File: config.mk
export PLATFORM = sky130hd
export DESIGN_NAME = duty_cycle_generator
export DESIGN_NICKNAME = d
export VERILOG_FILES = /design/src/rtl/duty_gen_pkg.sv /design/src/rtl/duty_cycle_generator_sample_tick_div.sv /design/src/rtl/duty_cycle_generator.sv
export SDC_FILE = /design/constraint.sdc
export NUM_CORES = 1
export LEC_CHECK = 0
export CORE_MARGIN = 2
export CORE_UTILIZATION = 25
export CTS_CLUSTER_SIZE = 16
export DETAILED_ROUTE_END_ITERATION = 7
export PLACE_DENSITY_LB_ADDON = 0.1
export SYNTH_ARGS = -nofsm -noshare
export SYNTH_HDL_FRONTEND = slang
export SYNTH_HIERARCHICAL = 1
export SYNTH_SLANG_ARGS = --single-unit
File: constraint.sdc
create_clock -name clk -period 5.4 [get_ports clk]
set_clock_uncertainty 0.05 [all_clocks]
set_input_delay 0.54 -clock clk [delete_from_list [all_inputs] [get_ports clk]]
set_output_delay 0.54 -clock clk [all_outputs]
set_load 0.02 [all_outputs]
File: src/rtl/duty_gen_pkg.sv
// Shared types and constants for the triangle duty-cycle stimulus generator.
package duty_gen_pkg;

    typedef enum logic [2:0] {
        IDLE,
        RISE,
        FALL,
        RET,
        TAIL
    } duty_gen_state_t;

    localparam logic [15:0] DUTY_MID = 16'h8000;
    localparam int unsigned OFF_W    = 17;

endpackage

File: src/rtl/duty_cycle_generator_sample_tick_div.sv
// Sample-rate divider: single-cycle tick every SAMPLE_DIV clocks, synchronous clear.
module sample_tick_div #(
    parameter int unsigned SAMPLE_DIV = 50
) (
    input  logic clk,
    input  logic rst,
    input  logic clr,
    output logic tick
);

    localparam int unsigned CNT_W = $clog2(SAMPLE_DIV);

    logic [CNT_W-1:0] cnt_q, cnt_d;

    assign tick = (cnt_q == CNT_W'(SAMPLE_DIV - 1));

    always_comb begin
        cnt_d = cnt_q + CNT_W'(1);
        if (clr || tick) begin
            cnt_d = '0;
        end
    end

    always_ff @(posedge clk) begin
        if (rst) begin
            cnt_q <= '0;
        end else begin
            cnt_q <= cnt_d;
        end
    end

endmodule

File: src/rtl/duty_cycle_generator.sv
// Triangle-wave duty-cycle sample source centred on MID, running a programmed number of periods.
// Optional crest marker output enabled by defining DUTY_GEN_CREST_MARK_EN.
module duty_cycle_generator
    import duty_gen_pkg::*;
#(
    parameter int unsigned SAMPLE_DIV = 50,
    parameter logic [15:0] MID        = DUTY_MID
) (
    input  logic        clk,
    input  logic        rst,
    input  logic        start,
    input  logic        abort,
    input  logic [14:0] amplitude,
    input  logic [14:0] step,
    input  logic [7:0]  num_periods,
    output logic [15:0] duty_cycle,
    output logic        duty_cycle_vld,
    output logic        busy,
    output logic        done
`ifdef DUTY_GEN_CREST_MARK_EN
    ,
    output logic        crest_vld
`endif
);

    duty_gen_state_t         state_q, state_d;
    logic signed [OFF_W-1:0] off_q, off_d;
    logic [14:0]             amp_q, amp_d;
    logic [14:0]             stp_q, stp_d;
    logic [7:0]              nper_q, nper_d;
    logic [7:0]              per_q, per_d;
    logic [15:0]             duty_q, duty_d;
    logic                    vld_q, vld_d;
    logic                    busy_q, busy_d;
    logic                    done_q, done_d;
    logic                    fin_q, fin_d;
`ifdef DUTY_GEN_CREST_MARK_EN
    logic                    crest_q, crest_d;
`endif

    logic                    tick;
    logic                    div_clr;
    logic                    accept;
    logic                    emit;
    logic                    per_end;
    logic [7:0]              per_inc;
    logic signed [OFF_W-1:0] amp_s, stp_s, trough;
    logic signed [OFF_W-1:0] up_sum, dn_sum, tr_nxt, fall_nxt;

    // Divider idles at zero so the first sample lands SAMPLE_DIV cycles after accept.
    assign div_clr = (state_q == IDLE);

    sample_tick_div #(
        .SAMPLE_DIV(SAMPLE_DIV)
    ) u_tick_div (
        .clk (clk),
        .rst (rst),
        .clr (div_clr),
        .tick(tick)
    );

    assign accept   = (state_q == IDLE) && start && (|amplitude) && (|step) && (|num_periods);
    assign amp_s    = signed'({2'b00, amp_q});
    assign stp_s    = signed'({2'b00, stp_q});
    assign trough   = -amp_s;
    assign up_sum   = off_q + stp_s;
    assign dn_sum   = off_q - stp_s;
    assign tr_nxt   = trough + stp_s;
    assign fall_nxt = amp_s - stp_s;
    assign per_inc  = per_q + 8'd1;

    always_comb begin
        state_d = state_q;
        off_d   = off_q;
        amp_d   = amp_q;
        stp_d   = stp_q;
        nper_d  = nper_q;
        per_d   = per_q;
        duty_d  = duty_q;
        vld_d   = 1'b0;
        done_d  = 1'b0;
        fin_d   = fin_q;
        emit    = 1'b0;
        per_end = 1'b0;
`ifdef DUTY_GEN_CREST_MARK_EN
        crest_d = 1'b0;
`endif

        case (state_q)
            IDLE: begin
                if (accept) begin
                    state_d = RISE;
                    off_d   = '0;
                    per_d   = '0;
                    amp_d   = amplitude;
                    stp_d   = (step > amplitude) ? amplitude : step;
                    nper_d  = num_periods;
                    fin_d   = 1'b0;
                end
            end
            RISE: begin
                if (tick) begin
                    emit = 1'b1;
                    if (off_q == amp_s) begin
                        state_d = FALL;
                        off_d   = (fall_nxt < trough) ? trough : fall_nxt;
                    end else begin
                        off_d   = (up_sum > amp_s) ? amp_s : up_sum;
                    end
                end
            end
            FALL: begin
                if (tick) begin
                    emit = 1'b1;
                    if (off_q == trough) begin
                        if (!tr_nxt[OFF_W-1]) begin
                            per_end = 1'b1;
                        end else begin
                            state_d = RET;
                            off_d   = tr_nxt;
                        end
                    end else begin
                        off_d = (dn_sum < trough) ? trough : dn_sum;
                    end
                end
            end
            RET: begin
                if (tick) begin
                    emit = 1'b1;
                    if (!up_sum[OFF_W-1]) begin
                        per_end = 1'b1;
                    end else begin
                        off_d = up_sum;
                    end
                end
            end
            TAIL: begin
                // fin_q marks that the closing sample went out; done follows one cycle later.
                if (fin_q) begin
                    state_d = IDLE;
                    done_d  = 1'b1;
                    fin_d   = 1'b0;
                end else if (tick) begin
                    emit  = 1'b1;
                    fin_d = 1'b1;
                end
            end
            default: begin
                state_d = IDLE;
            end
        endcase

        if (per_end) begin
            off_d   = '0;
            per_d   = per_inc;
            state_d = (per_inc == nper_q) ? TAIL : RISE;
        end

        if (emit) begin
            vld_d  = 1'b1;
            duty_d = MID + off_q[15:0];
`ifdef DUTY_GEN_CREST_MARK_EN
            crest_d = (off_q == amp_s);
`endif
        end

        if (abort && (state_q != IDLE)) begin
            state_d = IDLE;
            off_d   = off_q;
            per_d   = per_q;
            duty_d  = duty_q;
            vld_d   = 1'b0;
            done_d  = 1'b0;
            fin_d   = 1'b0;
`ifdef DUTY_GEN_CREST_MARK_EN
            crest_d = 1'b0;
`endif
        end

        busy_d = (state_d != IDLE);
    end

    always_ff @(posedge clk) begin
        if (rst) begin
            state_q <= IDLE;
            off_q   <= '0;
            amp_q   <= '0;
            stp_q   <= '0;
            nper_q  <= '0;
            per_q   <= '0;
            duty_q  <= MID;
            vld_q   <= 1'b0;
            busy_q  <= 1'b0;
            done_q  <= 1'b0;
            fin_q   <= 1'b0;
`ifdef DUTY_GEN_CREST_MARK_EN
            crest_q <= 1'b0;
`endif
        end else begin
            state_q <= state_d;
            off_q   <= off_d;
            amp_q   <= amp_d;
            stp_q   <= stp_d;
            nper_q  <= nper_d;
            per_q   <= per_d;
            duty_q  <= duty_d;
            vld_q   <= vld_d;
            busy_q  <= busy_d;
            done_q  <= done_d;
            fin_q   <= fin_d;
`ifdef DUTY_GEN_CREST_MARK_EN
            crest_q <= crest_d;
`endif
        end
    end

    assign duty_cycle     = duty_q;
    assign duty_cycle_vld = vld_q;
    assign busy           = busy_q;
    assign done           = done_q;
`ifdef DUTY_GEN_CREST_MARK_EN
    assign crest_vld      = crest_q;
`endif

endmodule

# ---- After elaboration in Yosys (flattened, before gate mapping)
# Cells that the tools add are included.
dict set report word_totals {
  ff_bits 92
  inputBits 42
  output_inout_bits 19
  elab_cells 107
}
dict set report op_classes {
  add_sub_neg 8
  order_cmp 4
  n_eq_ne 15
  muxes 41
  n_bitwise 2
  reduce_logical 25
}
# operator count
set op_table {}
lappend op_table {{$mux 17} 12}
lappend op_table {{$pmux 17 s4} 1}
lappend op_table {{$add 17x16->17} 2}
lappend op_table {{$mux 3} 10}
lappend op_table {{$reduce_or 15->1} 2}
lappend op_table {{$mux 8} 3}
lappend op_table {{$eq 17x16->1} 1}
lappend op_table {{$eq 17x17->1} 1}
lappend op_table {{$gt 17x16->1} 1}
lappend op_table {{$lt 16x17->1} 1}
lappend op_table {{$lt 17x17->1} 1}
lappend op_table {{$neg 15->17} 1}
lappend op_table {{$sub 17x16->17} 1}
lappend op_table {{$add 16x16->16 const A} 1}
lappend op_table {{$sub 15x15->16} 1}
lappend op_table {{$gt 15x15->1} 1}
lappend op_table {{$mux 15} 1}
lappend op_table {{$pmux 3 s5} 1}
lappend op_table {{$mux 1} 10}
lappend op_table {{$ne 3x2->1 const B} 3}
lappend op_table {{$add 8x1->8 const B} 1}
lappend op_table {{$eq 8x8->1} 1}
lappend op_table {{$reduce_and 8->1} 1}
lappend op_table {{$reduce_or 8->1} 1}
lappend op_table {{20 further kinds} 36}

# ---- Longest topological paths before layout
dict set report logic_depth {
  depth_word 10
  ltp_mapped 22
  depth_no_buf 21
}

# ---- Hierarchy
# Netlist, hierarchy kept.
# mod instances cells_per_inst area_each_um2 seq_area_each_um2
set modules_own_cells {}
lappend modules_own_cells {duty_cycle_generator 1 1314 9968.3 1721.7}
lappend modules_own_cells {sample_tick_div 1 27 254.0 120.1}

# ---- Least setup slack after synthesis
# OpenSTA, ideal clock, no wires.
dict set report synth_path {
  kind {register -> register}
  from {register stp_q[7]}
  to {register off_q[2]}
  setup_time_ns 0.074
  arrival_time_ns 4.449
  required_time_ns 5.276
  path_slack_ns 0.827
  path_stages_with_launch 20
  n_path_buf 2
  period_less_slack_ns 4.573
  cell_sequence {dfxtp_1 -> inv_1 -> ha_1 -> a21o_1 -> a2111oi_0 -> o21ai_0 -> a41o_1 -> nor2_1 -> xnor2_1 -> ha_1 -> nand4_1 -> a2111oi_0 -> o211ai_1 -> a32oi_1 -> clkbuf_1 -> clkbuf_1 -> a21oi_1 -> a21oi_1 -> o221ai_1 -> o21ai_0}
}
dict set report synth_via {
  elab_chain_len 7
  word_cells_on_any_way 30
  classes_between {add/sub (4); order compare (3); eq/ne (6); mux (15); reduce/logical (2)}
}
# element line
set synth_lines {}
lappend synth_lines {{start: declaration} duty_cycle_generator.sv:29} ;# logic [14:0] stp_q, stp_d;
lappend synth_lines {{start signal: assignment} duty_cycle_generator.sv:203} ;# stp_q <= stp_d;
lappend synth_lines {{$sub 17x16->17 (tied with other cells)} duty_cycle_generator.sv:67} ;# assign dn_sum = off_q - stp_s;
lappend synth_lines {{$lt 17x17->1 (tied with other cells)} duty_cycle_generator.sv:123} ;# off_d = (dn_sum < trough) ? trough : dn_sum;
lappend synth_lines {{$mux 17 (tied with other cells)} duty_cycle_generator.sv:123}
lappend synth_lines {{$mux 17 (tied with other cells)} duty_cycle_generator.sv:115} ;# if (off_q == trough) begin
lappend synth_lines {{$mux 17 (tied with other cells)} duty_cycle_generator.sv:113} ;# if (tick) begin
lappend synth_lines {{$pmux 17 s4 (tied with other cells)} duty_cycle_generator.sv:89} ;# case (state_q)
lappend synth_lines {{$mux 17 / $reduce_and 8->1 (equally long branches)} -}
lappend synth_lines {{end signal: assignment} duty_cycle_generator.sv:186} ;# off_q <= '0;
lappend synth_lines {{end signal: assignment} duty_cycle_generator.sv:201} ;# off_q <= off_d;
lappend synth_lines {{end: declaration} duty_cycle_generator.sv:27} ;# logic signed [OFF_W-1:0] off_q, off_d;
# Parallel ways exist; a longest one is shown, timed or not. The select of a mux whose other input is x is not followed.
# A chain may end at the register's enable or synchronous reset.

# ---- Worst setup path in the final report
dict set report layout_path {
  from {register stp_q[2]}
  to {register off_q[5]}
}
# The elaborated chain is that of the path after synthesis.

==> summary.md <==
| Metric | Value |
|---|---|
| Origin of the critical flop-to-flop path | `stp_q[2]` |
| Unique cell type count in the Yosys netlist | `78` |
| Cell count after synthesis | `1,341` |
| Power, Total | `3.573 mW` |
| CTS tree | `built` |
| DRC | `0` |
| Diode count | `0` |
| Syn_nets | `1,514` |
| Vias in the first global route | `10,030` |
| GR Overflow Total | `0` |
| Initial antenna violation count | `0` |
| CTS buffer count | `9` |
| Setup Crit Path Kind | `register to register` |
| Port bufs | `60` |
| Clock tree sinks | `92` |
| Reg clk slew, reported paths | `0.07 ns` |
| Top delay family on crit path | `compound AO/OA/AOI/OAI gates` |
| I/O Pins | `61` |
| CP required | `5.61 ns` |
| Final setup viols | `0` |
| Final Cycle Share | `94.62%` |
| Die X | `206.2 µm` |
| Average wire per standard cell | `21.93 µm` |
| Final hold viol count | `0` |
| Worst Max-Slew Pin Slew | `1.023 ns` |
| RSZ-0062 raised after global routing | `false` |
| Post-synth EDFFs | `0` |
| Worst path slowest cell | `o31ai_2` |
| Setup crit end kind | `register` |
| Maxcap violations | `0` |
| Post-route ant nets | `0` |
| Final net count | `1,607` |
| Worst hold path class | `register to register` |
| Vias | `10,210` |
| Tot GR Track Use | `20.61%` |
| H-tree depth | `3` |
| Status | `finished, final reports clean` |
| Synth warn | `6` |
| DIE HEIGHT | `206.2 µm` |
| Worst-path cell chain | `inv_1 > ha_1 > nor2b_2 > o31a_1 > o31ai_2 > a31oi_2 > a211o_1 > ha_1 > nand4_1 > a2111oi_2 > o211ai_1 > a32oi_4 > buf_4 > nand2b_1 > nor2_1 > o211a_1 > a2111oi_1 > o211ai_1` |
| CP max FO | `4` |
| Final setup TNS | `0 ns` |
| Drt initial violations | `656` |
| Row count | `74` |
| Vias per Instance | `5.182` |
| Initial core utilization | `25.21%` |
| FF+latch count, synth | `92` |
| Ys flop type | `dfxtp_1` |
| Worst setup startpoint | `stp_q[2]` |
| Avg Cell Area, Syn | `7.623 µm²` |
| Share of cells above drive strength 1 | `9.173%` |
| DR pass1 iterations | `5` |
| RD Place Congestion | `0.9231` |
| Fin crit period | `5.109 ns` |
| Slew Limit Fails | `0` |
| Largest net degree at the start of global routing | `70` |
| Drt total wl | `43.23 mm` |
| First-pass GRT wire length | `64.31 mm` |
| Core footprint | `40,550 µm²` |
| Worst Hold Launch | `duty_cycle[10]` |
| Worst EP arrival | `5.31 ns` |
| Slew HR | `31.68%` |
| Sequential element share of the synthesized area | `18.02%` |
| Leakage | `5.122 nW` |
| Worst IR Drop VDD | `163.3 µV` |
| Fmax | `0.1957 GHz` |
| Die area | `42,520 µm²` |
| Area Growth Syn to Fin | `19.67%` |
| Clock Latency Late Sink | `0.38 ns` |
| Max Root-Sink Buffers | `2` |
| Netlist Area Pre-Place | `10,220 µm²` |
| Post-detail-place hpwl | `35.85 mm` |
| Power per cell area | `292.1 nW/µm²` |
| R2r setup slk | `0.29 ns` |
| Crit path launch type | `register` |
| CP bufs+invs | `2` |
| Ys async rst share | `0%` |
| Clock root buffer | `clkbuf_16` |
| Crit path largest cell delay | `0.45 ns` |
==> routing by layer <==
| layer | vias to the layer above | track usage [%] | share of wire, % |
|---|---|---|---|
| li1 | 5069 | - | - |
| met2 | 278 | 31.71 | 43 |
| met5 | - | 0 | 0 |
| met1 | 4816 | 29.43 | 49 |
| met4 | 0 | 7.781 | 3.1 |
| met3 | 51 | 2.192 | 4.3 |
==> logic make-up after synthesis <==
logic type | share of synthesized area (%)
flops | 18.02
buf+inv | 5.679
mux | 5.655
simple gates | 22.72
fa+ha+maj | 16.33
xor+xnor | 8.286
compound gates | 23.32
==> layout by cell type, fill, tap and decap left out, drive strengths merged, types with 7 or more instances in the layout <==
| cell type | instances |
|---|---|
| a2111oi | 12 |
| a211o | 11 |
| a211oi | 27 |
| a21o | 22 |
| a21oi | 93 |
| a221o | 9 |
| a221oi | 7 |
| a31oi | 13 |
| and2 | 8 |
| and3 | 7 |
| buf | 80 |
| clkbuf | 10 |
| clkdlybuf4s50 | 59 |
| dfxtp | 92 |
| ha | 127 |
| inv | 94 |
| mux2i | 51 |
| nand2 | 107 |
| nand2b | 24 |
| nand3 | 38 |
| nand4 | 16 |
| nor2 | 152 |
| nor2b | 20 |
| nor3 | 36 |
| nor4 | 24 |
| o211ai | 14 |
| o21a | 24 |
| o21ai | 52 |
| or3 | 8 |
| xnor2 | 61 |
| xor2 | 28 |
==> where the power goes <==
| group | switching [mW] | internal [mW] |
|---|---|---|
| registers | 0.0499 | 0.708 |
| clock network | 0.332 | 0.369 |
| logic | 1.28 | 0.839 |
==> registers in the layout (all words and copies together), names as in the netlist, 3 cells and up <==
name and count:
state_q 3, off_q 17, nper_q 8, stp_q 15, amp_q 15, duty_cycle 16
u_tick_div/cnt_q 6, per_q 8
==> through the flow <==
step	std cells	hold WS, ns	utilization [%]	worst slack, ns	instance area [µm²]
after floorplan	1341	0.3936	-	0.8269	10220
after global placement	1952	0.3966	29.19	-0.3147	11840
after detailed placement	1952	0.4026	29.19	-0.3234	11840
after CTS	1971	0.4123	30.07	0.02072	12190
after global routing	1971	0.4401	30.16	0.0002904	12230
final	1971	0.4089	30.16	0.2908	12230
==> cells in the mapped netlist (35+ instances only) <==
library cell	count	area [µm²]
a21oi_1	92	460.4
o21ai_0	48	240.2
inv_1	91	341.6
ha_1	127	1589
nand3_1	37	185.2
nand2_1	107	401.6
clkbuf_1	47	176.4
nor2_1	152	570.6
mux2i_1	51	510.5
xnor2_1	61	534.3
nor3_1	35	175.2
dfxtp_1	92	1842
==> worst register-to-register path, cell delays in order (launching register included) <==
cell	delay, ns
dfxtp_1	0.41
inv_1	0.08
ha_1	0.35
nor2b_2	0.22
o31a_1	0.27
o31ai_2	0.45
a31oi_2	0.20
a211o_1	0.33
ha_1	0.30
nand4_1	0.21
a2111oi_2	0.39
o211ai_1	0.26
a32oi_4	0.31
buf_4	0.18
nand2b_1	0.16
nor2_1	0.06
o211a_1	0.22
a2111oi_1	0.42
o211ai_1	0.12
==> final timing paths <==
| check | endpoint | cells past startpoint |
|---|---|---|
| worst max-delay path | off_q[5] | 18 |
| worst max register to register | off_q[5] | 18 |
| worst min-delay path | duty_cycle[10] | 2 |
| worst min register to register | duty_cycle[10] | 2 |
==> area by class of cell <==
cell class	instances	area (µm²)
clock buffer	10	229.0
clock inverter	6	77.57
fill	4488	28320
inverter	91	341.6
multi-input combinational	1101	7888
sequential	92	1843
tap	532	665.6
timing repair buffer	139	1189
==> repair_timing <==
item	CTS	global route
buffers inserted	3	0
hold buffers	0	0
pin swaps	2	3
gates resized for setup	7	10
setup endpoints to repair	9	14
gates cloned	0	0
Note: power is estimated with default switching activity, not from simulation.
